### config.mk
export PLATFORM = sky130hd
export DESIGN_NAME = int_vec_ctrl8
export DESIGN_NICKNAME = d
export VERILOG_FILES = /design/src/rtl/int_vec_ctrl8.sv
export SDC_FILE = /design/constraint.sdc
export NUM_CORES = 1
export LEC_CHECK = 0
export BUFFER_PORTS_ARGS = -buffer_cell sky130_fd_sc_hd__buf_2
export CAP_MARGIN = 20
export CORE_AREA = 2 2 67 69
export CTS_CLUSTER_SIZE = 30
export DETAILED_ROUTE_END_ITERATION = 10
export DIE_AREA = 0 0 69 71
export PLACE_DENSITY = 0.72
export SLEW_MARGIN = 20
export SYNTH_ARGS = -nofsm -noshare
export SYNTH_HDL_FRONTEND = slang
export SYNTH_SLANG_ARGS = --single-unit
### constraint.sdc
create_clock -name clk -period 1.6 [get_ports clk]
set_input_delay 0.32 -clock clk [delete_from_list [all_inputs] [get_ports clk]]
set_output_delay 0.32 -clock clk [all_outputs]
set_load 0.05 [all_outputs]
### src/rtl/int_vec_ctrl8.sv
// Eight-source interrupt controller. It latches requests, masks them, and picks the lowest eligible index.
// It then holds the vector-mux select through a req/ack/eret handshake, with a single service level.
module int_vec_ctrl8 #(
  parameter bit         EDGE_MODE = 1'b1,
  parameter logic [7:0] MASK_RST  = 8'hFF
) (
  input  logic       clk,
  input  logic       rst,
  input  logic [7:0] irq,
  input  logic       mask_we,
  input  logic [7:0] mask_wdata,
  input  logic       ack,
  input  logic       eret,
  output logic       int_req,
  output logic [2:0] vec_sel,
  output logic [7:0] pending,
  output logic [7:0] in_service,
  output logic [7:0] mask
);

  // state   | meaning
  // IDLE    | nothing raised; arbitrating eligible pending sources
  // REQ     | int_req high, vec_sel frozen, waiting for ack
  // SERVICE | source in service, waiting for eret
  typedef enum logic [1:0] {S_IDLE, S_REQ, S_SERVICE} state_t;

  state_t     state, state_nxt;
  logic [7:0] irq_d;
  logic [7:0] eligible;
  logic [7:0] pend_nxt;
  logic [7:0] clr;
  logic [7:0] insvc_nxt;
  logic [2:0] winner;
  logic [2:0] vec_nxt;
  logic       int_req_nxt;

  assign eligible = pending & ~mask & ~in_service;

  // Descending scan so the lowest set index is the last one written.
  always_comb begin
    winner = 3'd0;
    for (int i = 7; i >= 0; i--) begin
      if (eligible[i]) winner = 3'(i);
    end
  end

  always_comb begin
    state_nxt   = state;
    int_req_nxt = int_req;
    vec_nxt     = vec_sel;
    insvc_nxt   = in_service;
    clr         = 8'h00;
    case (state)
      S_IDLE: begin
        int_req_nxt = 1'b0;
        if (|eligible) begin
          vec_nxt     = winner;
          int_req_nxt = 1'b1;
          state_nxt   = S_REQ;
        end
      end
      S_REQ: begin
        if (ack) begin
          int_req_nxt = 1'b0;
          insvc_nxt   = 8'h01 << vec_sel;
          clr         = 8'h01 << vec_sel;
          state_nxt   = S_SERVICE;
        end
      end
      S_SERVICE: begin
        int_req_nxt = 1'b0;
        if (eret) begin
          insvc_nxt = 8'h00;
          state_nxt = S_IDLE;
        end
      end
      default: state_nxt = S_IDLE;
    endcase
  end

  // A new edge wins over an ack clear of the same bit.
  always_comb begin
    if (EDGE_MODE) pend_nxt = (pending & ~clr) | (irq & ~irq_d);
    else           pend_nxt = irq;
  end

  always_ff @(posedge clk or posedge rst) begin
    if (rst) begin
      state      <= S_IDLE;
      int_req    <= 1'b0;
      vec_sel    <= 3'd0;
      pending    <= 8'h00;
      in_service <= 8'h00;
      mask       <= MASK_RST;
      irq_d      <= 8'hFF;
    end else begin
      state      <= state_nxt;
      int_req    <= int_req_nxt;
      vec_sel    <= vec_nxt;
      pending    <= pend_nxt;
      in_service <= insvc_nxt;
      irq_d      <= irq;
      if (mask_we) mask <= mask_wdata;
    end
  end

endmodule
=== Word level (Yosys, flattened, before mapping) ===
Cells that the tools add are included.

* Memory bits (writable): 0
* Word-level logic and storage cells: 50
* Input port bits: 21
* Memory bits (read-only): 0
* Register bits after elaboration: 38
* Memories: 0
* Bits in latches: 0
* Output and inout port bits: 28

* Bitwise gates (word level): 9
* Add/sub/neg operators: 0
* Shift-type cells: 1
* Div/mod/pow operators: 0
* Reduce and logical (&&, ||, !) cells: 8
* $lt $le $gt $ge: 0
* Equality and inequality tests: 5
* $mul: 0
* Mux-type cells: 20

{| class="wikitable"
|+ Operator list
! kind !! number
|-
| AND 8 bit || 4
|-
| 2-to-1 mux 8 bit || 4
|-
| inverter 8 bit || 4
|-
| 2-to-1 mux 3 bit || 8
|-
| case mux 8 bit (2 select lines) || 1
|-
| OR 8 bit || 1
|-
| OR reduction 8 bit || 1
|-
| left shift 1 x 3 -> 8 bit (first input constant) || 1
|-
| 2-to-1 mux 2 bit || 3
|-
| != test 2 bit (second input constant) || 3
|-
| case mux 2 bit (3 select lines) || 1
|-
| AND reduction 3 bit || 2
|-
| AND reduction 2 bit || 2
|-
| case mux 1 bit (3 select lines) || 1
|-
| nonzero test 3 bit || 1
|-
| equality test 2 x 1 -> 1 bit (second input constant) || 1
|-
| equality test 2 bit (second input constant) || 1
|-
| zero test 2 bit || 1
|-
| 2-to-1 mux 1 bit || 2
|-
| nonzero test 2 bit || 1
|}

=== Longest topological paths before layout ===
Gate-level depths: netlist of the first run.

* Depth after elaboration: 11
* Depth in mapped cells: 6
* Gate-level depth less buffers: 6

=== Least setup slack after synthesis of the first run ===
Ideal clock, no wire load.

* Path kind: register -> register
* Start point: register pending[5]
* End point: register vec_sel[0]
* Required time: 1.521 ns
* Stages on the path, launching flop included: 5
* Path buffers: 0
* Setup time: 0.079 ns
* Data arrival time: 1.538 ns
* Period minus slack after synthesis: 1.618 ns
* Setup slack: -0.018 ns
* Path through: dfrtp_1 or3b_1 nor2b_4 a41oi_2 mux2i_1

* Cells in the longest elaborated chain, start to end: 8
* Elaborated cells on any way between the ends: 10
* Classes of those cells: mux (6); bitwise (2); reduce/logical (2)

{| class="wikitable"
|+ Ends and longest elaborated chain
! item !! line !! source
|-
| start, declared || 16 || <nowiki>output logic [7:0] pending,</nowiki>
|-
| start signal, assigned || 100 || <nowiki>pending <= pend_nxt;</nowiki>
|-
| AND 8 bit * (2 in a row) || 37 || <nowiki>assign eligible = pending & ~mask & ~in_service;</nowiki>
|-
| 2-to-1 mux 3 bit (6 in a row) || 43 || <nowiki>if (eligible[i]) winner = 3'(i);</nowiki>
|-
| end signal, assigned || 99 || <nowiki>vec_sel <= vec_nxt;</nowiki>
|-
| end, declared || 15 || <nowiki>output logic [2:0] vec_sel,</nowiki>
|}

Every way passes the cells marked *; elsewhere a longest branch is shown, timed or not.
A chain may end at the register's enable or synchronous reset.

=== Final worst setup path of the first run ===
* Start point: register state[0]
* End point: register state[1]

* Cells in the longest elaborated chain, start to end: 3
* Elaborated cells on any way between the ends: 8
* Classes of those cells: eq/ne (5); mux (1); reduce/logical (2)

{| class="wikitable"
|+ Ends and longest elaborated chain
! item !! line !! source
|-
| start, declared || 27 || <nowiki>state_t state, state_nxt;</nowiki>
|-
| start signal, assigned || 97 || <nowiki>state <= state_nxt;</nowiki>
|-
| equality test 2 bit (tied with other cells) || 53 || <nowiki>case (state)</nowiki>
|-
| != test 2 bit (no source line) || -- ||
|-
| AND reduction 3 bit (no source line) || -- ||
|}

Parallel ways exist; a longest one is shown, timed or not.

==> results of run 1 <==
==> sequential cells by signal, summed over array words and instances (netlist names) <==
register / cells
vec_sel: 3
int_req: 1
irq_d: 8
in_service: 8
mask: 8
pending: 8
state: 2
==> cell families (layout without fill, tap and decap cells) <==
kind of cell / after synthesis / after routing / synth area share, %
buffers and inverters: 18 / 81 / 4.62
and+or+nand+nor: 38 / 38 / 13.8
adders and majority gates: 4 / 4 / 2.72
DFF: 38 / 38 / 52.7
muxes: 18 / 18 / 12.5
AOI/OAI and AO/OA: 33 / 33 / 13.7
==> final cells by class <==
type,count,area (µm²)
clock buffers,7,86.3
flip-flops and latches,38,975
inverters,15,58.8
fillers,365,1840
well taps,52,65.1
clock inverters,1,30.0
repair buffers,58,319
multi-input cells,93,830
==> layer usage <==
metal,GRT usage (%),vias up
met5,0,-
met4,7.63,0
met3,4.99,5
met2,27.4,40
met1,24.3,675
li1,-,653
==> where the power goes <==
part           leakage [µW]  switching (µW)  total [µW]  internal, µW
sequential         0.000419             302        1530          1220
combinational      0.000617            1610        2560           949
clock             0.0000585             337         845           508
total               0.00109            2250        4930          2680
==> cells in the mapped netlist <==
cell type	instances	area (µm²)
nor3b_1	1	7.51
nor2b_1	1	6.26
buf_6	1	11.3
clkbuf_1	1	3.75
o31ai_1	4	30.0
clkbuf_8	1	13.8
or3b_1	2	17.5
o311ai_1	1	8.76
ha_1	4	50.1
and3b_1	1	8.76
nor3_1	6	30.0
o21ai_4	1	16.3
o22a_1	1	8.76
mux2i_1	2	20.0
nand4_1	1	6.26
a211oi_1	1	7.51
inv_2	1	3.75
o41ai_1	2	17.5
nand2_1	6	22.5
o21ai_1	2	10.0
a21oi_1	2	10.0
dfrtp_1	22	551
nor2_8	1	20.0
nor4_1	1	6.26
inv_1	14	52.6
a41oi_2	2	32.5
a21oi_2	2	17.5
nand2b_2	1	8.76
a41o_1	1	10.0
nor3b_2	3	37.5
nand3_1	2	10.0
o211ai_1	1	7.51
dfstp_2	16	420
a22o_1	1	8.76
nor2_1	7	26.3
nor2b_4	2	27.5
mux2_4	8	120
nand2b_1	3	18.8
o21ai_0	10	50.1
a2bb2oi_1	2	17.5
mux2_2	8	90.1
==> worst max-delay path, delay by kind of cell, from the launching register on <==
kind / cells / cell delay [ps]
flip-flops: 1 / 450
buffers and inverters: 2 / 150
adder cells (fa/ha/maj): 1 / 170
multiplexers: 1 / 290
AO/OA/AOI/OAI: 2 / 410
==> stage by stage <==
| step | setup WS [ps] | instances | total power (µW) | setup TNS (ps) |
|---|---|---|---|---|
| after floorplan | 5.23 | 149 | 3340 | 0 |
| after global routing | -34.1 | 264 | 5160 | -90.7 |
| after global placement | 13.1 | 254 | 3870 | 0 |
| final | -14.6 | 264 | 4930 | -14.6 |
| after detailed placement | -42.7 | 254 | 3920 | -315 |
| after CTS | 10.5 | 262 | 4810 | 0 |
==> worst min-delay path by stage <==
stage	depth (start not counted)	slack [ps]	startpoint	endpoint
2_1_floorplan	0	320	irq[0]	irq_d[0]
3_3_place_gp	1	440	irq[5]	irq_d[5]
3_5_place_dp	1	440	irq[6]	irq_d[6]
4_1_cts	1	120	irq[3]	irq_d[3]
5_1_grt	1	110	irq[2]	irq_d[2]
6_report	3	120	rst	in_service[5]
==> what timing repair did <==
item / in CTS / in global routing
setup endpoints to repair: 9 / 9
gates resized for setup: 4 / 8
hold endpoints to repair: 0 / 0
buffers inserted: 0 / 2
pin swaps: 2 / 2
==> cells in the final DEF, fill, tap and decap left out, types with 2 or more instances in the layout <==
master / instances
inv_1: 13
nor3_1: 6
mux2_4: 8
nand2b_1: 2
buf_2: 48
dfrtp_1: 19
mux2_2: 8
or3b_1: 2
o21ai_0: 10
a21oi_2: 2
a41oi_2: 2
a2bb2oi_1: 2
dfstp_2: 16
mux2i_1: 2
o41ai_1: 2
buf_4: 9
o31ai_1: 4
dfrtp_2: 3
a21oi_1: 2
o21ai_1: 2
nor2_1: 6
nor3b_2: 3
nand2_1: 6
nand3_1: 2
ha_4: 2
nor2b_4: 2
ha_1: 2
clkbuf_8: 6
==> flow_summary.toml, run 1 <==
[route]
first_pass_iters = 4
drc = 0
vias = 1373
highest_layer = "met4"
routed_wl_mm = 4.25
antenna_left = 0
route.met2.wl_mm = 2.05
wl_met1_mm = 1.99
avgRoutedWirePerCell_um = 16.1
viasPerCell = 5.20
drt_iter0_drc = 73
wl_met3_um = 148

[grt]
grt_max_degree = 39
grt_use_total_pct = 18.0
antenna_found_initial = 0
gr-total-overflow = 0
grt_pass1_vias = 1386
grt_pass1_wl_mm = 6.81

[clock_tree]
clock_path_buffers = 2
htreeDepth = 2
numCtsBuffers = 5
root_buffer = "clkbuf_8"
worstSkewPairLatency_ps = 300
cts_hold_buffers = 0
clkSinkCount = 38
cts_tree = "built"
cts.clk_slew.worst_paths_ps = 80

[placed_design]
dp_hpwl_mm = 3.04
routabilityCongestion = 0.804
port_buffers = 48
placed_cell_area_um2 = 2180

[critical_path]
regToRegSetupSlack_ps = -10
worstPathMaxFanout = 4
r2r_end = "state[1]"
worst_ep_arrival_time_ps = 1780
ff2ff_path_depth = 6
r2r-start = "state[0]"
cp-start-kind = "register"
cp_cell_sequence = "inv_2 > ha_4 > inv_4 > o21ai_4 > mux2i_1 > o311ai_2"
crit_type = "reg2reg"
crit_required_ps = 1760
endpoint = "state[1]"
end_kind = "register"
critPathMaxStageDelay_ps = 450
crit_start = "state[0]"
cp_slowest_cell = "dfrtp_2"

[logic_synthesis]
syn-instance-count = 149
synthDistinctLibCells = 41
syn_area_um2 = 1840
synth.avg_cell_area_um2 = 12.4
seq_area_frac_synth_pct = 52.7
synth_seq_cells = 38
synth_nets = 174
yosysWarnings = 0

[power]
vdd_drop_max_uv = 889
cellPowerDensity_nw_per_um2 = 2090
power_leakage_uw = 0.00109

[floorplan]
start_util_pct = 43.8
fp.dieW_um = 69
die_h_um = 71
boundaryPins = 49
core_area_um2 = 4200
rows = 24
die_area_um2 = 4900

[sta]
final_hold_viol_count = 0
drv_slew = 0
finalSetupViolCount = 1
fmax_mhz = 619
grt_setup_unrepaired = "yes"
holdWs_ps = 120
period_needed_ps = 1610
maxSlewHeadroom_pct = 68.9
tightest_slew_ps = 467
skew_ps = 10.9
worst_slack_ps = -14.6
timing.final.crit_share_pct = 101

[layout]
finalNetCount = 236
postLayoutCoreUtil_pct = 56.2
drive_gt1_share_pct = 56.1
postLayoutCellArea_um2 = 2360
syn_to_final_growth_pct = 28.2
n_antenna_cell = 0

[status]
violations = "setup timing"
status = "complete, but fails checks"

[run]
cap_violations = 0

[hold_path]
hold_class = "in2async"
Power figures use the tool's default switching activity.
==> run 2: changes to the inputs <==
==> constraint.sdc (replaced) <==
create_clock -name clk -period 1.6 [get_ports clk]
set_input_delay 0.16 -clock clk [delete_from_list [all_inputs] [get_ports clk]]
set_output_delay 0.16 -clock clk [all_outputs]
set_load 0.05 [all_outputs]
==> run 2 against run 1 <==
- the flow still finishes with violations (setup timing)
- die area unchanged
- global-route usage grew 0.30 points
- sequential power barely moved
- final area increased by 5.2%
- worst setup slack better by 9.0 ps
- final cell count grew 6.1%
- register-to-register slack is essentially flat
- combinational power is 7% higher
- critical path depth unchanged
- flip-flop and latch count unchanged
- worst hold slack got worse by 22 ps
- highest routed layer unchanged
==> flow_summary.toml, run 2 (synthesis results as in run 1) <==
[status]
violations = "setup timing"
status = "complete, but fails checks"

[sta]
worst_slack_ps = -5.64
final_hold_viol_count = 0
fmax_mhz = 623
timing.final.crit_share_pct = 100
drv_slew = 0
maxSlewHeadroom_pct = 65.7
finalSetupViolCount = 2
grt_setup_unrepaired = "yes"
period_needed_ps = 1610
skew_ps = 4.53
tightest_slew_ps = 515

[clock_tree]
clock_path_buffers = 2
cts_tree = "built"
numCtsBuffers = 5
worstSkewPairLatency_ps = 290
htreeDepth = 2
clkSinkCount = 38
root_buffer = "clkbuf_8"
cts.clk_slew.worst_paths_ps = 80

[route]
antenna_left = 0
viasPerCell = 5.21
vias = 1460
drc = 0
drt_iter0_drc = 84
avgRoutedWirePerCell_um = 16.5
first_pass_iters = 4
routed_wl_mm = 4.63

[layout]
fillCellCount = 358
drive_gt1_share_pct = 55.3
final_common_cell = "buf_2"
n_antenna_cell = 0
layout_common_cells = "buf_2, dfrtp_1, buf_4, dfstp_2, inv_1"
stdcell_count = 280
finalNetCount = 252
syn_to_final_growth_pct = 35.0

[floorplan]
rows = 24
core_area_um2 = 4200
boundaryPins = 49
fp.dieW_um = 69
start_util_pct = 43.8
die_area_um2 = 4900
die_h_um = 71

[power]
cellPowerDensity_nw_per_um2 = 2030
vdd_drop_max_uv = 1040
power_leakage_uw = 0.00117

[critical_path]
cp_slowest_cell = "dfrtp_1"
worstPathMaxFanout = 8
worst_ep_arrival_time_ps = 1780
end_kind = "register"
critPathMaxStageDelay_ps = 410
critical-path-top-cell-by-count = "buf_4"
cp_cell_sequence = "buf_4 > ha_4 > buf_4 > nor2_2 > nor2_8 > mux2_4"
crit_required_ps = 1780
cp-start-kind = "register"
crit_type = "reg2reg"

[grt]
grt_pass1_wl_mm = 7.03
grt_use_total_pct = 18.3
grt_max_degree = 39
gr-total-overflow = 0
antenna_found_initial = 0
grt_pass1_vias = 1444

[hold_path]
hold_class = "in2reg"

[placed_design]
dp_hpwl_mm = 2.99
routabilityCongestion = 0.803
pre_cts_ws_ps = -61.4
port_buffers = 48
dp_cells = 253

[run]
cap_violations = 0
## run 2: changes by cell type in the layout (fill, tap and decap cells not counted), moves of 2 or more
| cell | change |
|---|---|
| or3b_1 | -2 |
| clkinv_2 | +2 |
| buf_4 | +8 |
| dfrtp_2 | -2 |
| dfrtp_1 | +2 |
| or3b_4 | +2 |
| dlygate4sd3_1 | +9 |
## run 2: report_power, final
part	leakage (µW)	internal [µW]	switching, µW
logic	0.000689	1060	1680
registers	0.000421	1220	300
clock network	0.0000579	459	347
## run 2: worst max-delay path, delay by kind of cell, from the launching register on
kind	cells	cell delay, ps
flip-flops	1	410
multiplexers	1	310
AND/OR/NAND/NOR	2	300
buffers and inverters	2	290
adder cells (fa/ha/maj)	1	170
## run 2: layer usage
metal	track usage, %	vias to the layer above	routed length (µm)
met2	29.1	46	2340
li1	-	679	-
met4	6.97	0	61
met3	4.42	9	183
met5	0	-	0
met1	24.4	726	2040
## run 2: through the flow
step / TNS [ps] / hold slack, ps / utilization (%) / area (µm²) / power, µW
final: -6.91 / 97.6 / 59.2 / 2490 / 5060
after global routing: -300 / 100 / 59.2 / 2490 / 5280
after CTS: 0 / 95.3 / 56.7 / 2380 / 4780
after detailed placement: -439 / 278 / 51.7 / 2170 / 3920
after global placement: 0 / 275 / 51.7 / 2170 / 3880
after floorplan: 0 / 164 / - / 1840 / 3340
## run 2: layout make-up
cell class                 instances  area, µm²  share of cell area (%)
clock buffer                       5       68.8                    2.77
inverter                          15       56.3                    2.26
tap                               52       65.1                    2.62
sequential                        38        972                    39.1
multi-input combinational         93        827                    33.2
clock inverter                     3       40.0                    1.61
timing repair buffer              74        458                    18.4
## run 2: final timing paths
check / slack (ps) / end / depth (start not counted) / startpoint
setup / recovery: -6 / in_service[7] / 6 / state[0]
hold / removal: 100 / mask[0] / 2 / mask_wdata[0]
setup reg to reg: -6 / in_service[7] / 6 / state[0]
hold reg to reg: 500 / pending[1] / 1 / irq_d[1]
max in group asynchronous: 730 / irq_d[2] / 4 / rst
min in group asynchronous: 510 / in_service[1] / 4 / rst
## run 2: timing repair
item,in CTS,in global routing
buffers inserted,1,9
hold endpoints to repair,30,0
resized for setup,2,6
hold buffers,9,0
endpoints found under the setup margin,8,10
pin swaps,2,4
